## config.mk

```make
export PLATFORM = sky130hd
export DESIGN_NAME = nmea_feed_ctrl
export DESIGN_NICKNAME = d
export VERILOG_FILES = /design/src/rtl/nmea_pkg.sv /design/src/rtl/nmea_byte_fifo.sv /design/src/rtl/nmea_feed_ctrl.sv
export SDC_FILE = /design/constraint.sdc
export NUM_CORES = 1
export LEC_CHECK = 0
export CAP_MARGIN = 20
export CELL_PAD_IN_SITES_DETAIL_PLACEMENT = 1
export CELL_PAD_IN_SITES_GLOBAL_PLACEMENT = 2
export CORE_MARGIN = 2
export CORE_UTILIZATION = 48
export DETAILED_ROUTE_END_ITERATION = 7
export PLACE_DENSITY = 0.89
export SYNTH_ARGS = -nofsm -noshare
export SYNTH_HDL_FRONTEND = slang
export SYNTH_SLANG_ARGS = --single-unit
```

## constraint.sdc

```tcl
create_clock -name clk -period 7.2 [get_ports clk]
set_clock_uncertainty 0.2 [all_clocks]
set_input_delay 0.72 -clock clk [delete_from_list [all_inputs] [get_ports clk]]
set_output_delay 0.72 -clock clk [all_outputs]
set_load 0.02 [all_outputs]
```

## src/rtl/nmea_pkg.sv

```systemverilog
// nmea_pkg: shared character constants, error codes, FSM encoding and hex decode for the NMEA feed path
package nmea_pkg;

    localparam logic [7:0] CH_DOLLAR = 8'h24;
    localparam logic [7:0] CH_STAR   = 8'h2A;
    localparam logic [7:0] CH_CR     = 8'h0D;
    localparam logic [7:0] CH_LF     = 8'h0A;

    localparam logic [2:0] ERR_NONE    = 3'd0;
    localparam logic [2:0] ERR_CKSUM   = 3'd1;
    localparam logic [2:0] ERR_LEN     = 3'd2;
    localparam logic [2:0] ERR_TIMEOUT = 3'd3;
    localparam logic [2:0] ERR_HEX     = 3'd4;
    localparam logic [2:0] ERR_RESYNC  = 3'd5;

    typedef enum logic [2:0] {
        ST_HUNT,
        ST_BODY,
        ST_CK_HI,
        ST_CK_LO,
        ST_EOL,
        ST_DONE
    } state_t;

    // {ok, nibble}; only uppercase hex digits are legal in an NMEA checksum
    function automatic logic [4:0] hex2nib(input logic [7:0] c);
        return (c >= 8'h30 && c <= 8'h39) ? {1'b1, c[3:0]} :
               (c >= 8'h41 && c <= 8'h46) ? {1'b1, c[3:0] + 4'd9} : 5'd0;
    endfunction

endpackage

```

## src/rtl/nmea_byte_fifo.sv

```systemverilog
// nmea_byte_fifo: byte FIFO with combinational head read so a pop can be acted on in the same cycle
module nmea_byte_fifo
#(
    parameter int DEPTH = 16
) (
    input  logic       clk,
    input  logic       rst,
    input  logic       push,
    input  logic       pop,
    input  logic [7:0] din,
    output logic [7:0] dout,
    output logic       full,
    output logic       empty
);
    localparam int AW = $clog2(DEPTH);

    logic [7:0]  mem [DEPTH];
    logic [AW:0] wp;
    logic [AW:0] rp;

    assign empty = wp == rp;
    assign full  = wp[AW] != rp[AW] && wp[AW-1:0] == rp[AW-1:0];
    assign dout  = mem[rp[AW-1:0]];

    // read/write pointers with a wrap bit to tell full from empty
    always_ff @(posedge clk or negedge rst) begin
        if (!rst) begin
            wp <= '0;
            rp <= '0;
        end else begin
            if (push) wp <= wp + 1'b1;
            if (pop) rp <= rp + 1'b1;
        end
    end

    // storage array, no reset needed since pointers define validity
    always_ff @(posedge clk) begin
        if (push) mem[wp[AW-1:0]] <= din;
    end

endmodule

```

## src/rtl/nmea_feed_ctrl.sv

```systemverilog
// nmea_feed_ctrl: buffers UART bytes, forwards one NMEA sentence at a time to nmea_parse with pacing and a per-frame verdict; define NMEA_CKSUM_EN to check the '*hh' checksum
module nmea_feed_ctrl
    import nmea_pkg::*;
#(
    parameter int FIFO_DEPTH     = 16,
    parameter int GAP_CYCLES     = 2,
    parameter int MAX_LEN        = 82,
    parameter int TIMEOUT_CYCLES = 2500000
) (
    input  logic       clk,
    input  logic       rst,
    input  logic [7:0] rx_data,
    input  logic       rx_valid,
    output logic [7:0] char,
    output logic       valid,
    output logic       frame_done,
    output logic       frame_ok,
    output logic [2:0] err_code,
    output logic       overflow,
    output logic       busy
);
    localparam int GW = $clog2(GAP_CYCLES + 1);
    localparam int LW = $clog2(MAX_LEN + 2);
    localparam int TW = $clog2(TIMEOUT_CYCLES + 2);

    state_t        state;
    logic [7:0]    b;
    logic          empty;
    logic          full;
    logic          push;
    logic          pop;
    logic          active;
    logic          over;
    logic          tmo;
    logic          fwd;
    logic          err_hit;
    logic [2:0]    err_n;
    logic [GW-1:0] gap;
    logic [LW-1:0] len;
    logic [TW-1:0] timer;
`ifdef NMEA_CKSUM_EN
    logic [7:0]    cks;
    logic [3:0]    hi;
    logic [3:0]    lo;
    logic [4:0]    hx;
`endif

    // a pop in the same cycle frees the slot, so a byte arriving on a full FIFO is still taken
    assign push   = rx_valid && (!full || pop);
    assign pop    = !empty && gap == '0 && state != ST_DONE;
    assign busy   = state != ST_HUNT || !empty;
    assign active = state != ST_HUNT && state != ST_DONE;
    // a '$' inside the body restarts the frame, so it is exempt from the length limit
    assign over   = active && !(state == ST_BODY && b == CH_DOLLAR) && len >= LW'(MAX_LEN);
    assign tmo    = TIMEOUT_CYCLES != 0 && active && empty && timer == TW'(TIMEOUT_CYCLES - 1);
    assign fwd    = pop && (state == ST_HUNT ? b == CH_DOLLAR : !over);

    nmea_byte_fifo #(.DEPTH(FIFO_DEPTH)) u_fifo (
        .clk   (clk),
        .rst   (rst),
        .push  (push),
        .pop   (pop),
        .din   (rx_data),
        .dout  (b),
        .full  (full),
        .empty (empty)
    );

    // classify the popped byte (or idle timeout) into the first error of the frame
    always_comb begin
        err_hit = 1'b0;
        err_n   = ERR_NONE;
`ifdef NMEA_CKSUM_EN
        hx      = hex2nib(b);
`endif
        if (tmo) begin
            err_hit = 1'b1;
            err_n   = ERR_TIMEOUT;
        end else if (pop && active) begin
            if (over) begin
                err_hit = 1'b1;
                err_n   = ERR_LEN;
            end else if (state == ST_BODY && b == CH_DOLLAR) begin
                err_hit = 1'b1;
                err_n   = ERR_RESYNC;
            end
`ifdef NMEA_CKSUM_EN
            else if ((state == ST_CK_HI || state == ST_CK_LO) && !hx[4]) begin
                err_hit = 1'b1;
                err_n   = ERR_HEX;
            end else if (state == ST_EOL && b != CH_CR && b != CH_LF) begin
                err_hit = 1'b1;
                err_n   = ERR_HEX;
            end
`endif
        end
    end

    // sentence FSM with registered char/valid and verdict outputs
    always_ff @(posedge clk or negedge rst) begin
        if (!rst) begin
            state      <= ST_HUNT;
            char       <= '0;
            valid      <= 1'b0;
            frame_done <= 1'b0;
            frame_ok   <= 1'b0;
            err_code   <= ERR_NONE;
            len        <= '0;
`ifdef NMEA_CKSUM_EN
            cks        <= '0;
            hi         <= '0;
            lo         <= '0;
`endif
        end else begin
            valid      <= fwd;
            frame_done <= 1'b0;
            if (fwd) char <= b;
            if (err_hit) begin
                frame_done <= 1'b1;
                frame_ok   <= 1'b0;
                err_code   <= err_n;
                state      <= err_n == ERR_RESYNC ? ST_BODY : ST_HUNT;
                len        <= LW'(1);
`ifdef NMEA_CKSUM_EN
                cks        <= '0;
`endif
            end else if (pop) begin
                case (state)
                    ST_HUNT: begin
                        if (b == CH_DOLLAR) begin
                            state <= ST_BODY;
                            len   <= LW'(1);
`ifdef NMEA_CKSUM_EN
                            cks   <= '0;
`endif
                        end
                    end
                    ST_BODY: begin
                        len <= len + 1'b1;
                        if (b == CH_STAR) state <= ST_CK_HI;
`ifdef NMEA_CKSUM_EN
                        else cks <= cks ^ b;
`endif
                    end
                    ST_CK_HI: begin
                        len   <= len + 1'b1;
                        state <= ST_CK_LO;
`ifdef NMEA_CKSUM_EN
                        hi    <= hx[3:0];
`endif
                    end
                    ST_CK_LO: begin
                        len   <= len + 1'b1;
                        state <= ST_EOL;
`ifdef NMEA_CKSUM_EN
                        lo    <= hx[3:0];
`endif
                    end
                    ST_EOL: begin
                        len <= len + 1'b1;
                        if (b == CH_LF) begin
                            state      <= ST_DONE;
                            frame_done <= 1'b1;
`ifdef NMEA_CKSUM_EN
                            frame_ok   <= {hi, lo} == cks;
                            err_code   <= {hi, lo} == cks ? ERR_NONE : ERR_CKSUM;
`else
                            frame_ok   <= 1'b1;
                            err_code   <= ERR_NONE;
`endif
                        end
                    end
                    default: ;
                endcase
            end else if (state == ST_DONE) begin
                state <= ST_HUNT;
            end
        end
    end

    // pacing gap after each forwarded byte, in-frame idle timer and sticky overflow flag
    always_ff @(posedge clk or negedge rst) begin
        if (!rst) begin
            gap      <= '0;
            timer    <= '0;
            overflow <= 1'b0;
        end else begin
            gap   <= fwd ? GW'(GAP_CYCLES) : gap != '0 ? gap - 1'b1 : gap;
            timer <= pop || !active ? '0 : timer + TW'(empty);
            if (rx_valid && full && !pop) overflow <= 1'b1;
        end
    end

endmodule
```

Yosys cells after proc, flatten, opt, wreduce, memory -nomap -nowiden
Memories as Yosys holds them, arrays and structs flattened.
Index checks and enable logic that the tools add are counted.
W data, S select, Z words.
{ "op_classes": {"reduce_logical": 37, "n_mux": 38, "add_sub_neg": 5, "magnitude_cmp": 1, "n_eq_ne": 19} }
{ "ops": {"columns": ["cell", "count"], "rows": [
  ["$mux W3", 14],
  ["$add A22 B1 Y22", 1],
  ["$eq A22 B22 Y1 const B", 1],
  ["$mux W22", 1],
  ["$mux W7", 3],
  ["$eq A8 B6 Y1 const B", 2],
  ["$mux W1", 16],
  ["$pmux W3 S5", 1],
  ["$logic_and A1 B1 Y1", 14],
  ["$pmux W7 S2", 1],
  ["$add A5 B1 Y5 const B", 2],
  ["$reduce_bool A2 Y1", 5],
  ["$eq A3 B3 Y1 const B", 3],
  ["$reduce_bool A3 Y1", 3],
  ["$eq A8 B4 Y1 const B", 1],
  ["$ne A4 B4 Y1 const B", 2],
  ["$add A7 B1 Y7 const B", 1],
  ["$ge A7 B7 Y1 const B", 1],
  ["$ne A7 B1 Y1 const B", 1],
  ["$eq A3 B2 Y1 const B", 2],
  ["$logic_not A1 Y1", 6],
  ["$ne A3 B3 Y1 const B", 2],
  ["$reduce_and A3 Y1", 2],
  ["$eq A5 B5 Y1", 1],
  ["other kinds (11)", 14]
]} }
{ "word_totals": {"regBits": 59, "output_inout_bits": 16, "mem_bits_rw": 128, "inputBits": 11, "word_cells": 113, "memories": 1} }
{ "memory_table": {"columns": ["memory", "depth", "word_bits", "read_ports", "rd_clocked_by_memory_dff", "write_ports", "line", "source"], "rows": [
  ["u_fifo.mem", 16, 8, 1, 0, 1, "nmea_byte_fifo.sv:17", "logic [7:0] mem [DEPTH];"]
]} }

Depth between registers and ports, before layout
Gate-level depths: netlist of run 1.
An unclocked memory read counts as a cell.
{ "depth": {"ltp_word": 12, "depth_mapped": 12, "ltp_nobuf": 10} }

Hierarchy
Synthesis of run 1 repeated with hierarchy kept, for this count alone.
{ "unflattened": {"hier_cells": 559, "area_unflattened_um2": 8231.6} }
{ "modules_own_cells": {"columns": ["module", "instances", "seq_area_each_um2", "area_per_inst_um2", "cells_per_inst"], "rows": [
  ["nmea_byte_fifo", 1, 4093.9, 5577.8, 287],
  ["nmea_feed_ctrl", 1, 1226.2, 2653.8, 272]
]} }

Worst setup path after synthesis of run 1
No wires, ideal clock.
{ "synth_path": {"path_kind": "register to register", "startpoint": "register u_fifo.rp[0]", "endpoint": "register char[0]", "arrival_time_ns": 2.607, "required_time_ns": 6.872, "path_stages_with_launch": 11, "path_slack_ns": 4.265, "setup_ns": 0.128, "period_less_slack_ns": 2.935, "n_path_buf": 3, "path_cell_list": "dfrtp_1 buf_2 buf_6 mux4_2 a22oi_1 nand2_1 nor4b_4 nand3_1 a21oi_1 buf_2 mux2_1"} }
{ "synth_between": {"elab_chain_len": 9, "word_cells_on_any_way": 13, "cone_classes": "2 x eq/ne; 1 x mux; 9 x reduce/logical; 1 x memory"} }
{ "synth_rtl": {"columns": ["element", "line", "source"], "rows": [
  ["from (decl)", "nmea_byte_fifo.sv:19", "logic [AW:0] rp;"],
  ["from (signal assigned)", "nmea_byte_fifo.sv:32", "if (pop) rp <= rp + 1'b1;"],
  ["$mem_v2 Z16 W8", null, null],
  ["$eq A8 B6 Y1", "nmea_feed_ctrl.sv:54, nmea_feed_ctrl.sv:56", null],
  ["$logic_and A1 B1 Y1", "nmea_feed_ctrl.sv:54", "assign over = active && !(state == ST_BODY && b == CH_DOLLAR) && len >= LW'(MAX_LEN);"],
  ["$logic_not A1 Y1", "nmea_feed_ctrl.sv:54", null],
  ["$logic_and A1 B1 Y1 (2 in series)", "nmea_feed_ctrl.sv:54", null],
  ["$logic_not A1 Y1", "nmea_feed_ctrl.sv:56", "assign fwd = pop && (state == ST_HUNT ? b == CH_DOLLAR : !over);"],
  ["$mux W1", "nmea_feed_ctrl.sv:56", null],
  ["$logic_and A1 B1 Y1 (*)", "nmea_feed_ctrl.sv:56", null],
  ["named net fwd", "nmea_feed_ctrl.sv:35", "logic fwd;"],
  ["to (signal assigned)", "nmea_feed_ctrl.sv:103", "char <= '0;"],
  ["to (signal assigned)", "nmea_feed_ctrl.sv:117", "if (fwd) char <= b;"],
  ["to (decl)", "nmea_feed_ctrl.sv:14", "output logic [7:0] char,"]
]} }
The timed path passes the listed nets; every way through them passes the cells marked *.
A chain may end at the register's enable or synchronous reset.

Final worst setup path of run 1
{ "layout_path": {"startpoint": "register u_fifo.rp[0]", "endpoint": "memory u_fifo.mem[11][6], enable pin"} }
{ "layout_between": {"elab_chain_len": 8, "word_cells_on_any_way": 11, "cone_classes": "2 x eq/ne; 2 x mux; 7 x reduce/logical"} }
{ "layout_rtl": {"columns": ["element", "line", "source"], "rows": [
  ["$eq A5 B5 Y1", "nmea_byte_fifo.sv:21", "assign empty = wp == rp;"],
  ["$logic_not A1 Y1", "nmea_feed_ctrl.sv:50", "assign pop = !empty && gap == '0 && state != ST_DONE;"],
  ["$logic_and A1 B1 Y1 (2 in series)", "nmea_feed_ctrl.sv:50", null],
  ["$logic_or A1 B1 Y1 (*)", "nmea_feed_ctrl.sv:49", "assign push = rx_valid && (!full || pop);"],
  ["$logic_and A1 B1 Y1 (*)", "nmea_feed_ctrl.sv:49", null],
  ["$mux W1 (*)", "nmea_byte_fifo.sv:38", "if (push) mem[wp[AW-1:0]] <= din;"],
  ["$mux W1 (not written as such) (*)", "nmea_byte_fifo.sv:38", null],
  ["to (decl)", "nmea_byte_fifo.sv:17", null]
]} }
Every way passes the cells marked *; elsewhere a longest branch is shown, timed or not.

==> metrics, run 1 <==
Final ANT Viol Nets=0; Synth Flop Type=edfxtp_1; clock sink count=approximately 190; Area growth syn-to-layout=13.63%; HP Class=primary input to async pin; sequence of cells on the critical path=buf_4, xnor2_1, nand4_1, o211ai_1, nand2_1, nor2_1, nor2b_1, nand2_1, nor2_1; DP Area=8428 um2; core area=16410 um2; Peak supply drop=0.2483 mV; RR Startpoint=u_fifo.rp[0]; clk slew on worst S/H paths=80 ps; #FFs+latches synth=between 150 and 200; clock network fraction of design power=between 20% and 30%; share of flip-flops with an asynchronous set or reset=31.55%; Final Hold Vio Count=0; R2R setup slack=about 3000 ps; die area=~18000 um2; Longest Clk Path Bufs=2; RSZ-0062 raised after global routing=false; DRC Markers=0; Crit path buffers/inverters=1; max incr delay on CP=840 ps; post-CTS setup buffers=0; first-pass GRT wire length=roughly 29 mm; die width=133.0 um; number of iterations in the first detailed-routing pass=4; Worst Path Required=just over 7000 ps; htree depth=4; gpl congestion=roughly 0.80; largest net degree at the start of global routing=60; Final Core Density=55.31%; Comb pwr share=30.8%; Seq/Total Area, Yosys=66.61%; Gates resized, CTS repair=0; worst setup path end=u_fifo.mem[11][6]; Max-Cap Viols=0; CP delay by family, top=simple AND/OR/NAND/NOR gates; Switch Pwr=1.233 mW; arrival time at the worst endpoint=4040 ps; Finished Cell Area=9075 um2; slowest CP cell=nor2_1; drt initial violations=314; antenna violations before repair=0; Worst setup SP type=flip-flop; EDFF count, synth=128; Synth top area share=between 40% and 50%; Post-Synthesis Net Count=551; Worst-Margin Slew=1022 ps; worst setup path class=flip-flop to flip-flop; Worst slew margin=31.63%; Cells after DPL=756; nets=~580; crit path time final=4182 ps; Pint=2.230 mW; fraction of layout cells with a size suffix above 1=14.19%; Avg Cell Area, Syn=approximately 15 um2; final WL=between 15 and 20 mm; Clock Latency Late Sink=440 ps; TritonCTS clock tree=yes; Max FO, Critical Path=33; Setup TNS=0 ps; grt ovf=0; synth warn=0; largest cells by area after synthesis=edfxtp_1 48%, dfrtp_1 18%, mux4_2 9.0%; Reg2Reg Depth=9; FMAX=around 240 MHz; Critical Path Start=u_fifo.rp[0]; Sw Ratio=35.61%; Port Buf Inserts=26; Setup WS post-layout=about 3000 ps; largest area contributor in the synthesized netlist=edfxtp_1; WP depth=9; post-synth cell types=53; height of the die=133.0 um; worst r2r dst=u_fifo.mem[11][6]; Inserted Clock Buffers=17; LEAKAGE=3.235 nW; WHS=231.5 ps; root buf cell=clkbuf_16; CP Capture Type=flip-flop; status=finished, final reports clean; vias in the first global route=5082; GR Util All Layers=21.90%; Overall Power=roughly 3.5 mW; I/O pins=27; worst slack, placed=2764 ps; CTS Hold Bufs=0; Final Cycle Share=approximately 58%; Vias/cell=5.823; Post-Synthesis Cells=530; DP HPWL=between 10 and 15 mm; register share of total power=41.3%; final setup fails=0; Power per Cell Area=381.6 nW/um2; initial cell density of the core=between 40% and 50%; Slew Viols, Final=0; Wirelength per Cell=22.79 um; # diodes=0; DR vias=roughly 4600; standard-cell rows=47; Post-Syn Area=7986 um2; post-route insts no fill=791
-- final cells by class --
| cell class | instances | area (um2) |
|---|---|---|
| Clock buffer | 17 | 425.4 |
| Inverter | 12 | 45.04 |
| Timing Repair Buffer | 32 | 295.3 |
| Tap cell | 220 | 275.3 |
| Clock inverter | 15 | 198.9 |
| Sequential cell | 187 | 5321 |
| Multi-Input combinational cell | 308 | 2514 |
| Fill cell | 1519 | 7332 |
-- state kept, by name, indices dropped and copies added, names as in the netlist --
name and flops:
valid 1, u_fifo.rp 5, frame_done 1, state 3, u_fifo.wp 5, char 8
gap 2, err_code 3, timer 22, len 7, u_fifo.mem 128, overflow 1
frame_ok 1
-- worst min path at each step --
stage                   endpoint  slack (ps)  cells after the start
floorplan                char[0]         220                      0
global placement     err_code[1]         260                      1
detailed placement      overflow         280                      1
global route           timer[11]         290                      2
CTS                 u_fifo.rp[4]         250                      2
finish                 timer[11]         230                      2
-- cells by family after synthesis --
logic type,synth area share (%)
AOI/OAI and AO/OA,4.684
adders and majority gates,1.943
DFF,66.61
buffers and inverters,1.974
muxes,10.65
xor gates and xnor gates,3.729
and+or+nand+nor,10.40
-- worst register-to-register path, stage by stage (launching register included) --
cell	delay, ps
dfrtp_2	350
buf_4	510
xnor2_1	170
nand4_1	240
o211ai_1	410
nand2_1	210
nor2_1	70
nor2b_1	510
nand2_1	290
nor2_1	840
-- power by group through the flow --
stage               clock network [mW]  registers [mW]  logic, mW
finish                           0.967            1.43       1.07
global route                      1.02            1.44       1.16
CTS                              0.983            1.43       1.08
detailed placement                   0            1.45       1.07
global placement                     0            1.43       1.02
floorplan                            0            1.40      0.785
-- synth_stat cells, types with 3 or more instances --
| master | instances |
|---|---|
| edfxtp_1 | 128 |
| dfrtp_1 | 59 |
| nor2_1 | 55 |
| nand2_1 | 41 |
| mux4_2 | 32 |
| xnor2_1 | 20 |
| a22oi_1 | 15 |
| xor2_1 | 14 |
| nand3_1 | 13 |
| clkbuf_1 | 12 |
| inv_1 | 12 |
| nand4_1 | 12 |
| nor3_1 | 12 |
| ha_1 | 10 |
| mux2_1 | 8 |
| a21oi_1 | 7 |
| buf_2 | 6 |
| and3_1 | 5 |
| nor2b_1 | 5 |
| o21ai_0 | 5 |
| a21o_1 | 4 |
| mux2i_1 | 4 |
| nand2b_1 | 4 |
| maj3_1 | 3 |
| nor4bb_1 | 3 |
| o211ai_1 | 3 |
-- metal layers --
layer | global-route usage [%] | up-vias | share of wire [%]
li1 | - | 2061 | -
met1 | 26.61 | 2391 | 41
met2 | 37.71 | 120 | 53
met3 | 4.981 | 34 | 3.9
met4 | 9.498 | 0 | 2.8
met5 | 0 | - | 0
-- layout by cell type, fill, tap and decap left out, types with 10 or more instances in the layout --
master / netlist / final
edfxtp_1: 128 / 128
nor3_1: 12 / 11
xnor2_1: 20 / 20
dfrtp_1: 59 / 58
ha_1: 10 / 10
nand3_1: 13 / 13
mux4_2: 32 / 32
inv_1: 12 / 12
clkdlybuf4s50_1: 0 / 25
nand2_1: 41 / 41
clkbuf_16: 0 / 17
nor2_1: 55 / 55
xor2_1: 14 / 14
nand4_1: 12 / 12
a22oi_1: 15 / 15
No activity file was read; power rests on OpenSTA's default activity.
==> run 2: changes to the inputs <==
Settings changed: CORE_UTILIZATION 48 to 41, PLACE_DENSITY 0.89 to 0.81.
Clock period 7.2 ns to 3.7 ns, I/O delays scaled along.
==> run 2 against run 1 <==
Core utilization is 7.0 points lower. Worst setup slack worse by 2600 ps. Sequential share of layout area is 1.5 points lower. Via count is 1.8% lower. Critical path depth stayed put. Flip-flop and latch count stayed put. Power is 98% higher. Hold slack better by 32 ps. Non-clock buffer count is 19 higher. Clock power is 100% higher. First-iteration DRC count is 1.6% higher. Global-route usage is 3.5 points lower. Critical path type unchanged. Largest power group unchanged. Highest routed layer unchanged.
==> metrics, run 2 (synthesis gave the netlist of run 1 again) <==
status=finished, final reports clean; standard-cell rows=51 (+8.5%); Worst-Margin Slew=663.1 ps (-358.7 ps); # diodes=0 (unchanged); nets=598 (+3.3%); R2R setup slack=390 ps (-2630 ps); fraction of layout cells with a size suffix above 1=16.61% (+2.4 points); clk slew on worst S/H paths=70 ps (about the same); worst setup path class=flip-flop to flip-flop; antenna violations before repair=0 (unchanged); LEAKAGE=3.355 nW (+3.7%); Pint=4.524 mW (+100%); root buf cell=clkbuf_16; worst r2r dst=state[0]; CP Capture Type=flip-flop; most frequent cells in the layout=128 x edfxtp_1, 58 x dfrtp_1, 55 x nor2_1; Setup TNS=0 ps (unchanged); Comb pwr share=31.3% (+0.5 points); Port Buf Inserts=26 (unchanged); clock network fraction of design power=28.2% (+0.3 points); Slew Viols, Final=0 (unchanged); FMAX=301.8 MHz (+26%); RSZ-0062 raised after global routing=false; crit path time final=3314 ps (-868.0 ps); clock sink count=187 (unchanged); Vias/cell=5.292 (-9.1%); Worst slew margin=55.68% (+24 points); Peak supply drop=0.3573 mV (+44%); number of iterations in the first detailed-routing pass=4 (unchanged); DR vias=4525 (-1.8%); die width=143.6 um (+8.0%); Max-Cap Viols=0 (unchanged); max reg flops=128 (unchanged); Final Cycle Share=89.56% (+31 points); Max FO, Critical Path=33 (unchanged); height of the die=143.6 um (+8.0%); Power per Cell Area=734.6 nW/um2 (+93%); die area=20610 um2 (+17%); DRC Markers=0 (unchanged); Critical Path Start=u_fifo.rp[0]; htree depth=4 (unchanged); HP Class=primary input to async pin; Final ANT Viol Nets=0 (unchanged); first-pass GRT wire length=28.13 mm (-2.3%); Area growth syn-to-layout=16.67%; post-CTS setup buffers=0 (unchanged); GR Util All Layers=18.38% (-3.5 points); final WL=17.37 mm (-3.6%); Worst Path Required=3830 ps (-3230 ps); gpl congestion=0.7447 (-7.0%); Switch Pwr=2.321 mW (+88%); most common cell after layout, fill and taps aside=edfxtp_1; core area=19270 um2 (+17%); Reg2Reg Depth=9 (unchanged); DP HPWL=11.74 mm (-4.1%); I/O pins=27 (unchanged); arrival time at the worst endpoint=3450 ps (-590 ps); drt initial violations=319 (+1.6%); register share of total power=40.5% (-0.8 points); Gates resized, CTS repair=0 (unchanged); filler cell count=1904 (+25%); Inserted Clock Buffers=17 (unchanged); grt ovf=0 (unchanged); initial cell density of the core=41.44% (-7.2 points); Sw Ratio=33.90% (-1.7 points); vias in the first global route=4935 (-2.9%); worst setup path end=state[0]; RR Startpoint=u_fifo.rp[0]; final setup fails=0 (unchanged); Longest Clk Path Bufs=2 (unchanged); Final Hold Vio Count=0 (unchanged); largest net degree at the start of global routing=37 (-38%); TritonCTS clock tree=yes; Wirelength per Cell=20.32 um (-11%); Worst setup SP type=flip-flop; Overall Power=6.845 mW (+98%); Clock Latency Late Sink=440 ps (about the same)
## run 2: timing repair
action | 4_1_cts | 5_1_grt
endpoints found under the hold margin | 24 | 0
endpoints found under the setup margin | 0 | 0
hold buffers | 1 | 0
## run 2: final cells by class
| type | instances | area [um2] | area share (%) |
|---|---|---|---|
| Sequential cell | 187 | 5321 | 57.11 |
| Clock inverter | 15 | 215.2 | 2.310 |
| Multi-Input combinational cell | 308 | 2509 | 26.92 |
| Clock buffer | 17 | 425.4 | 4.566 |
| Timing Repair Buffer | 51 | 470.5 | 5.049 |
| Tap cell | 265 | 331.6 | 3.558 |
| Inverter | 12 | 45.04 | 0.4834 |
## run 2: power groups by stage
stage	logic [mW]	clock network, mW	registers (mW)
after global placement	2.10	0	2.78
after CTS	2.18	1.98	2.77
final	2.14	1.93	2.77
after global routing	2.37	2.04	2.80
after detailed placement	2.16	0	2.81
after floorplan	1.53	0	2.73
## run 2: metal layers
| metal | wire, um | up-vias | global-route usage [%] |
|---|---|---|---|
| li1 | - | 2095 | - |
| met1 | 7862 | 2357 | 24.66 |
| met2 | 8807 | 66 | 30.23 |
| met3 | 561 | 7 | 3.699 |
| met4 | 140 | 0 | 5.934 |
| met5 | 0 | - | 0 |
## run 2: worst min-delay path by stage
stage / from / to / cells past startpoint
after global routing: overflow / overflow / 1
after global placement: rst / timer[15] / 1
after detailed placement: rst / timer[14] / 1
final: rst / timer[15] / 2
after floorplan: rst / char[0] / 0
after CTS: rst / timer[14] / 2
## run 2: critical path: stages, from the launching register on
cell	delay, ps
dfrtp_2	380
buf_12	250
mux4_2	550
a22oi_1	350
nand2_1	200
nor4bb_1	460
and3_1	300
o211ai_1	170
xnor2_1	170
nor3_1	170
## run 2: through the flow
step	cells	util [%]	setup WS, ps	instance area (um2)	hold slack (ps)
2_1_floorplan	530	-	765.2	7986	-125.6
3_3_place_gp	822	44.97	544.2	8667	204.1
3_5_place_dp	822	44.97	466.4	8667	210.8
4_1_cts	855	48.35	404.4	9318	274.7
5_1_grt	855	48.35	192.4	9318	301.6
6_report	855	48.35	386.4	9318	263.8
==> run 3: changes to the inputs <==
Settings changed: REMOVE_ABC_BUFFERS set to 1.
==> run 3 against run 2 <==
Core utilization up 0.078 points. Highest routed layer unchanged. Critical path type unchanged. Critical endpoint is now len[4]. Final area up 0.16%. Flip-flop and latch count unchanged. Largest cell class unchanged. Via count up 1.8%.
==> metrics, run 3 (synthesis gave the netlist of run 1 again) <==
I/O pins=27 (unchanged); filler cell count=1897 (-0.37%); height of the die=143.6 um (unchanged); Peak supply drop=0.4007 mV (+12%); first-pass GRT wire length=28.10 mm (about the same); Longest Clk Path Bufs=2 (unchanged); root buf cell=clkbuf_16; status=finished, final reports clean; most common cell after layout, fill and taps aside=edfxtp_1; Reg2Reg Depth=9 (unchanged); DP HPWL=12.26 mm (+4.4%); core area=19270 um2 (unchanged); post-CTS setup buffers=0 (unchanged); Setup TNS=0 ps (unchanged); die width=143.6 um (unchanged); crit path time final=3239 ps (-74.43 ps); Max FO, Critical Path=13 (-61%); nets=601 (+0.50%); Final Hold Vio Count=0 (unchanged); Final Cycle Share=87.54% (-2.0 points); # diodes=0 (unchanged); Slew Viols, Final=0 (unchanged); Crit path buffers/inverters=1 (unchanged); Overall Power=6.837 mW (-0.11%); vias in the first global route=4977 (+0.85%); Gates resized, CTS repair=0 (unchanged); arrival time at the worst endpoint=3420 ps (-30 ps); hold path cells=1; Wirelength per Cell=20.99 um (+3.3%); Worst setup SP type=flip-flop; DR vias=4605 (+1.8%); sequence of cells on the critical path=buf_4, mux4_2, a22oi_1, nand2_1, nor4b_4, nand2_2, a21o_1, nor4b_2, o221a_1; fraction of layout cells with a size suffix above 1=17.03% (+0.42 points); DP Area=8690 um2 (+0.26%); worst setup path class=flip-flop to flip-flop; RSZ-0062 raised after global routing=false; antenna violations before repair=0 (unchanged); clock sink count=187 (unchanged); DRC Markers=0 (unchanged); WHS=287.8 ps (+23.99 ps); Worst slew margin=51.47% (-4.2 points); TritonCTS clock tree=yes; Clock Latency Late Sink=450 ps (about the same); max reg flops=128 (unchanged); Final ANT Viol Nets=0 (unchanged); Finished Cell Area=9333 um2 (+0.16%); final WL=18.01 mm (+3.6%); initial cell density of the core=41.44% (unchanged); Power per Cell Area=732.6 nW/um2 (-0.27%); clk slew on worst S/H paths=80 ps (about the same); htree depth=4 (unchanged); Inserted Clock Buffers=17 (unchanged); Area growth syn-to-layout=16.86%; grt ovf=0 (unchanged); standard-cell rows=51 (unchanged); WP depth=9 (unchanged); Worst-Margin Slew=727.9 ps (+64.76 ps); gpl congestion=0.7609 (+2.2%); HP Class=flip-flop to flip-flop; FMAX=308.7 MHz (+2.3%); Max-Cap Viols=0 (unchanged); Vias/cell=5.367 (+1.4%); slowest CP cell=mux4_2; number of iterations in the first detailed-routing pass=4 (unchanged); final setup fails=0 (unchanged); GR Util All Layers=18.56% (+0.18 points); Worst Path Required=3880 ps (+50 ps); LEAKAGE=3.357 nW (about the same); CP Capture Type=flip-flop; most frequent cells in the layout=128 x edfxtp_1, 58 x dfrtp_1, 55 x nor2_1; Port Buf Inserts=26 (unchanged); max incr delay on CP=550 ps (about the same); die area=20610 um2 (unchanged); drt initial violations=194 (-39%); largest net degree at the start of global routing=37 (unchanged); CP delay by family, top=simple AND/OR/NAND/NOR gates
## run 3: what timing repair did
item | 4_1_cts | 5_1_grt
endpoints found under the hold margin | 31 | 0
hold buffers | 1 | 0
endpoints found under the setup margin | 0 | 0
## run 3: worst register-to-register path: stages (launching register included)
cell     delay (ps)
dfrtp_2         390
buf_4           280
mux4_2          560
a22oi_1         250
nand2_1         210
nor4b_4         380
nand2_2         170
a21o_1          260
nor4b_2         270
o221a_1         210
## run 3: power breakdown
group          internal (mW)  switching [mW]  total, mW
Clock                  0.938           0.949       1.89
Sequential              2.53           0.226       2.76
Combinational          0.969            1.22       2.19
Total                   4.44            2.40       6.84
## run 3: worst paths after layout
check / slack [ps] / from / end
max: 460 / u_fifo.rp[0] / len[4]
min: 290 / u_fifo.rp[4] / u_fifo.rp[4]
max reg2reg: 460 / u_fifo.rp[0] / len[4]
min reg2reg: 290 / u_fifo.rp[4] / u_fifo.rp[4]
max in group asynchronous: 2150 / rst / len[4]
min in group asynchronous: 320 / rst / timer[17]
## run 3: layout make-up
class	count	area (um2)	area share, %
multi-input cells	308	2509	26.88
well taps	265	331.6	3.553
clock buffers	17	425.4	4.558
inverters	12	45.04	0.4826
repair buffers	54	493.0	5.282
clock inverters	15	207.7	2.225
flip-flops and latches	187	5321	57.02
## run 3: routing by layer
metal  vias to the layer above  part of all wire, %  GRT usage (%)
li1                       2093                    -              -
met1                      2381                   43          23.17
met2                       108                   51          32.21
met3                        23                  4.3          3.532
met4                         0                  2.0          6.863
met5                         -                    0              0
## run 3: metrics by stage
stage / utilization [%] / instances / worst slack (ps)
2_1_floorplan: - / 507 / -334.9
3_3_place_gp: 45.09 / 825 / 601.4
3_5_place_dp: 45.09 / 825 / 539.3
4_1_cts: 48.43 / 858 / 437.5
5_1_grt: 48.43 / 858 / 234.9
6_report: 48.43 / 858 / 460.9
